$ cat config.mk
export PLATFORM = sky130hd
export DESIGN_NAME = temporal_conv_mc
export DESIGN_NICKNAME = d
export VERILOG_FILES = /design/src/rtl/temporal_conv_mc.sv
export SDC_FILE = /design/constraint.sdc
export NUM_CORES = 2
export LEC_CHECK = 0
export CORE_ASPECT_RATIO = 1.2
export CORE_MARGIN = 5
export CORE_UTILIZATION = 62
export DETAILED_ROUTE_END_ITERATION = 8
export PLACE_DENSITY = 0.82
export SYNTH_ARGS = -nofsm -noshare
export SYNTH_HDL_FRONTEND = slang
export SYNTH_SLANG_ARGS = --single-unit
$ cat constraint.sdc
create_clock -name clk -period 12.7 [get_ports clk]
set_input_delay 2.54 -clock clk [delete_from_list [all_inputs] [get_ports clk]]
set_output_delay 2.54 -clock clk [all_outputs]
set_load 0.02 [all_outputs]
$ cat src/rtl/temporal_conv_mc.sv
// Depthwise multi-channel temporal FIR: round-robin interleaved channels share one serial MAC,
// with runtime-loadable coefficients, dilated taps and round/saturate output scaling.
module temporal_conv_mc #(
   parameter int DATA_WIDTH  = 16,
   parameter int COEF_WIDTH  = 16,
   parameter int ACC_WIDTH   = 40,
   parameter int KERNEL_SIZE = 5,
   parameter int NUM_CH      = 4,
   parameter int DILATION    = 1,
   parameter int OUT_SHIFT   = 15,
   localparam int CH_W       = (NUM_CH > 1) ? $clog2(NUM_CH) : 1,
   localparam int TAP_W      = (KERNEL_SIZE > 1) ? $clog2(KERNEL_SIZE) : 1
) (
   input  logic                         clk,
   input  logic                         rst,
   input  logic signed [DATA_WIDTH-1:0] s_data,
   input  logic                         s_valid,
   output logic                         s_ready,
   output logic signed [DATA_WIDTH-1:0] m_data,
   output logic [CH_W-1:0]              m_ch,
   output logic                         m_valid,
   input  logic                         m_ready,
   input  logic                         cfg_we,
   input  logic [CH_W-1:0]              cfg_ch,
   input  logic [TAP_W-1:0]             cfg_tap,
   input  logic signed [COEF_WIDTH-1:0] cfg_data,
   output logic                         cfg_ready,
   output logic                         ovf
);

   localparam int H      = (KERNEL_SIZE - 1) * DILATION + 1;
   localparam int PTR_W  = (H > 1) ? $clog2(H) : 1;
   localparam int PROD_W = DATA_WIDTH + COEF_WIDTH;
   localparam logic signed [ACC_WIDTH:0] ROUND = (OUT_SHIFT > 0) ?
      (ACC_WIDTH+1)'(64'sd1 <<< ((OUT_SHIFT > 0) ? OUT_SHIFT - 1 : 0)) : '0;
   localparam logic signed [ACC_WIDTH:0] SAT_MAX =
      (ACC_WIDTH+1)'((64'sd1 <<< (DATA_WIDTH - 1)) - 64'sd1);
   localparam logic signed [ACC_WIDTH:0] SAT_MIN = ~SAT_MAX;

   typedef enum logic [1:0] {IDLE, MAC, OUT} state_t;
   state_t state_reg, state_next;

   logic [CH_W-1:0]              ch_reg;
   logic [PTR_W-1:0]             ptr_reg;
   logic [TAP_W-1:0]             tap_reg;
   logic signed [ACC_WIDTH-1:0]  acc_reg;
   logic signed [DATA_WIDTH-1:0] m_data_reg;
   logic [CH_W-1:0]              m_ch_reg;
   logic                         ovf_reg;

   logic                         accept;
   logic                         cfg_hit;
   logic                         last_tap;
   int                           rd_pos;
   logic [PTR_W-1:0]             rd_idx;
   logic signed [DATA_WIDTH-1:0] hist_rd_ch [NUM_CH];
   logic signed [COEF_WIDTH-1:0] coef_rd_ch [NUM_CH];
   logic signed [DATA_WIDTH-1:0] hist_rd;
   logic signed [COEF_WIDTH-1:0] coef_rd;
   logic signed [PROD_W-1:0]     prod;
   logic signed [ACC_WIDTH-1:0]  acc_sum;
   logic signed [ACC_WIDTH:0]    rnd_sum;
   logic signed [ACC_WIDTH:0]    shifted;
   logic signed [DATA_WIDTH-1:0] sat_data;
   logic                         clip;

   assign accept   = (state_reg == IDLE) && s_valid;
   assign cfg_hit  = cfg_we && cfg_ready;
   assign last_tap = (tap_reg == TAP_W'(KERNEL_SIZE - 1));

   // Per-channel history ring and coefficient bank.
   genvar gi;
   generate
      for (gi = 0; gi < NUM_CH; gi++) begin : g_ch
         logic signed [DATA_WIDTH-1:0] hist_mem [H];
         logic signed [COEF_WIDTH-1:0] coef_mem [KERNEL_SIZE];

         always_ff @(posedge clk) begin
            if (rst) begin
               for (int j = 0; j < H; j++) hist_mem[j] <= '0;
            end else if (accept && ch_reg == CH_W'(gi)) begin
               hist_mem[ptr_reg] <= s_data;
            end
         end

         always_ff @(posedge clk) begin
            if (rst) begin
               for (int j = 0; j < KERNEL_SIZE; j++) coef_mem[j] <= '0;
            end else if (cfg_hit && cfg_ch == CH_W'(gi) && 32'(cfg_tap) < KERNEL_SIZE) begin
               coef_mem[cfg_tap] <= cfg_data;
            end
         end

         assign hist_rd_ch[gi] = hist_mem[rd_idx];
         assign coef_rd_ch[gi] = coef_mem[tap_reg];
      end
   endgenerate

   // Tap offset never exceeds H-1, so a single wrap brings the index back into range.
   always_comb begin
      rd_pos = int'(ptr_reg) - int'(tap_reg) * DILATION;
      if (rd_pos < 0) rd_pos = rd_pos + H;
      rd_idx = PTR_W'(rd_pos);
   end

   assign hist_rd = hist_rd_ch[ch_reg];
   assign coef_rd = coef_rd_ch[ch_reg];
   assign prod    = PROD_W'(hist_rd) * PROD_W'(coef_rd);
   assign acc_sum = acc_reg + ACC_WIDTH'(prod);
   assign rnd_sum = {acc_sum[ACC_WIDTH-1], acc_sum} + ROUND;
   assign shifted = rnd_sum >>> OUT_SHIFT;

   always_comb begin
      clip     = 1'b0;
      sat_data = shifted[DATA_WIDTH-1:0];
      if (shifted > SAT_MAX) begin
         clip     = 1'b1;
         sat_data = SAT_MAX[DATA_WIDTH-1:0];
      end else if (shifted < SAT_MIN) begin
         clip     = 1'b1;
         sat_data = SAT_MIN[DATA_WIDTH-1:0];
      end
   end

   always_ff @(posedge clk) begin
      if (rst) state_reg <= IDLE;
      else     state_reg <= state_next;
   end

   always_comb begin
      state_next = state_reg;
      s_ready    = 1'b0;
      cfg_ready  = 1'b0;
      m_valid    = 1'b0;
      case (state_reg)
         IDLE: begin
            s_ready   = !rst;
            cfg_ready = !rst;
            if (s_valid) state_next = MAC;
         end
         MAC: begin
            if (last_tap) state_next = OUT;
         end
         OUT: begin
            m_valid = !rst;
            if (m_ready) state_next = IDLE;
         end
         default: state_next = IDLE;
      endcase
   end

   always_ff @(posedge clk) begin
      if (rst) begin
         ch_reg     <= '0;
         ptr_reg    <= '0;
         tap_reg    <= '0;
         acc_reg    <= '0;
         m_data_reg <= '0;
         m_ch_reg   <= '0;
         ovf_reg    <= 1'b0;
      end else begin
         case (state_reg)
            IDLE: begin
               if (s_valid) begin
                  acc_reg <= '0;
                  tap_reg <= '0;
               end
            end
            MAC: begin
               acc_reg <= acc_sum;
               tap_reg <= tap_reg + 1'b1;
               if (last_tap) begin
                  m_data_reg <= sat_data;
                  m_ch_reg   <= ch_reg;
                  if (clip) ovf_reg <= 1'b1;
               end
            end
            OUT: begin
               // The ring pointer is shared, so it only moves once every channel has written.
               if (m_ready) begin
                  if (ch_reg == CH_W'(NUM_CH - 1)) begin
                     ch_reg  <= '0;
                     ptr_reg <= (ptr_reg == PTR_W'(H - 1)) ? '0 : ptr_reg + 1'b1;
                  end else begin
                     ch_reg <= ch_reg + 1'b1;
                  end
               end
            end
            default: ;
         endcase
      end
   end

   assign m_data = rst ? '0 : m_data_reg;
   assign m_ch   = rst ? '0 : m_ch_reg;
   assign ovf    = ovf_reg & !rst;

endmodule
==> run metrics <==
status=complete, no violations; CTS tree=done; Final nets=4928; synthesized cell area=60660 sq um; HPWL after detailed placement=91840 microns; detailed-route via count=35539; Starting DRT DRC Count=4383; Wirelength per Cell=24.80 microns; Req. time, crit path=13.25 ns; total global routing overflow=0; crit start category=flip-flop; Root Driver=clkbuf_16; remaining antenna violation count=0; Clock Sinks=1096; Ys Warns=0; layout cell share with drive strength beyond 1=17.95%; Synth top cells by count=1024 x edfxtp_1, 652 x and2_1, 385 x inv_1, 331 x fa_1, 311 x mux4_2; FILL cells=6231; Rel. slew slack=10.93%; Crit Path Class=flip-flop to flip-flop; Final setup viols=0; # hold bufs at CTS=0; RSZ-0062 raised after global routing=no; slowest CP cell=fa_1; largest net degree at the start of global routing=77; min-delay worst type=flip-flop to flip-flop; Synth area leaders=edfxtp_1 51%, mux4_2 12%, fa_1 11%; period utilisation layout=94.36%; first-pass GRT wire length=222700 microns; clock latency on the worst-skew pair=0.69 ns; cells after synthesis=4222; most common cell in the synthesized netlist=edfxtp_1; M1 WL=52410 microns; critical path data arrival time=12.54 ns; final hold vios=0; vias in the first global route=37324; average vias per placed instance=6.151; Least-Margin Pin Slew=1.332 ns; Post-synth EDFFs=1024; final WL=143300 microns; total negative slack=0 ns; GRT Total Usage=28.03%; clock skew=0.02459 ns; CTS max path bufs=3; Area Overhead vs Synth=10.03%; Die ar.=104200 sq um; GP Congestion=0.8948; Main synth FF type=edfxtp_1; Top Layer Used=met5; Num CTS Buffers=104; met3 WL=13690 microns; max-slew violations=0; Rows=125; diode count=0; Max-cap violations=0; Seq cells post-synth=1096; minimum clock period after layout=11.98 ns; antenna violations before repair=5; Synth top area share=50.70%; Core Area=96970 sq um; CP max FO=16; Reg clk slew, reported paths=0.06 ns; DRC viols=0; syn_area_per_cell=14.37 sq um; Largest stage delay, worst path=0.69 ns; Port Buffers=63; die width=295.5 microns; Die H=352.6 microns; initial core utilization=62.55%; FMAX=0.08345 GHz; synth unique cells=101; Critical Path Most Common Cell=inv_1; ys async rst share=0%; leading area contributor after synthesis=edfxtp_1; total iterations of the first detailed-routing run=6; metal2 WL=71080 microns; post-CTS setup buffer count=0; Ports=64; H-tree levels=3; Seq/Total Area, Yosys=53.07%; endpoint class of the critical path=flip-flop
==> path summary, 6_finish.rpt <==
path | startpoint | slack, ns | to | depth (start not counted)
worst max-delay path | ptr_reg[0]$_SDFFE_PP0P_ | 0.72 | m_data_reg[6]$_SDFFE_PP0P_ | 35
worst min-delay path | ovf_reg$_SDFFE_PP0P_ | 0.50 | ovf_reg$_SDFFE_PP0P_ | 2
worst max register to register | ptr_reg[0]$_SDFFE_PP0P_ | 0.72 | m_data_reg[6]$_SDFFE_PP0P_ | 35
worst min register to register | ovf_reg$_SDFFE_PP0P_ | 0.50 | ovf_reg$_SDFFE_PP0P_ | 2
==> layer usage <==
metal,vias to the layer above,track usage (%)
met5,-,0
met4,4,10.12
met3,382,5.026
met2,1963,46.31
met1,18001,37.99
li1,15189,-
==> cell type report <==
type / count / area [sq um] / area share (%)
clock buffers: 128 / 2755 / 4.128
inverters: 386 / 1449 / 2.171
flip-flops and latches: 1096 / 32200 / 48.25
multi-input cells: 2669 / 26670 / 39.96
repair buffers: 170 / 1519 / 2.276
well taps: 1270 / 1589 / 2.381
clock inverters: 59 / 553.0 / 0.8286
==> cells in the final DEF, fill, tap and decap left out, types with 46 or more instances in the layout <==
cell                n
nor2_1            241
or2_2             166
fa_1              331
and2_1            652
ha_1              128
conb_1            192
nand2_1            81
clkdlybuf4s50_1    62
inv_1             385
a21oi_1            50
clkbuf_16         106
buf_4             101
mux4_2            311
edfxtp_1         1024
a22oi_1            46
dfxtp_1            68
==> cells by family (layout without fill, tap and decap cells) <==
kind of cell	Yosys count	after routing	share of synthesized area (%)
multiplexers	355	355	12.30
other	1	192	0.006182
buffers and inverters	648	743	4.231
adder cells (fa/ha/maj)	459	459	13.56
AO/OA/AOI/OAI	282	282	3.616
flip-flops	1096	1096	53.07
AND/OR/NAND/NOR	1331	1331	12.49
XOR/XNOR	50	50	0.7220
==> worst max-delay path: cells and delay by family, from the launching register on <==
family,cells,cell delay [ns]
compound gates,10,2.72
xor+xnor,1,0.36
fa+ha+maj,9,4.99
buf+inv,7,1.20
flops,1,0.44
mux,1,0.16
simple gates,7,1.94
==> through the flow <==
stage / instance area, sq um / utilization, % / cells / setup WS, ns / hold slack, ns
4_1_cts: 66740 / 68.82 / 5778 / 0.6595 / 0.5051
2_1_floorplan: 61370 / - / 4413 / 2.285 / 0.4318
5_1_grt: 66740 / 68.83 / 5778 / 0.06680 / 0.5250
3_5_place_dp: 63430 / 65.41 / 5591 / 0.7152 / 0.4921
6_report: 66740 / 68.83 / 5778 / 0.7166 / 0.5001
3_3_place_gp: 63430 / 65.41 / 5591 / 0.9643 / 0.4864
==> repair_timing <==
action / 4_1_cts / 5_1_grt
gates resized for setup: 0 / 1
hold endpoints to repair: 0 / 0
endpoints found under the setup margin: 0 / 7
Power is left out: the tool's default activity adds up to more than one toggle a clock period on the data nets, which glitch-free logic cannot reach.
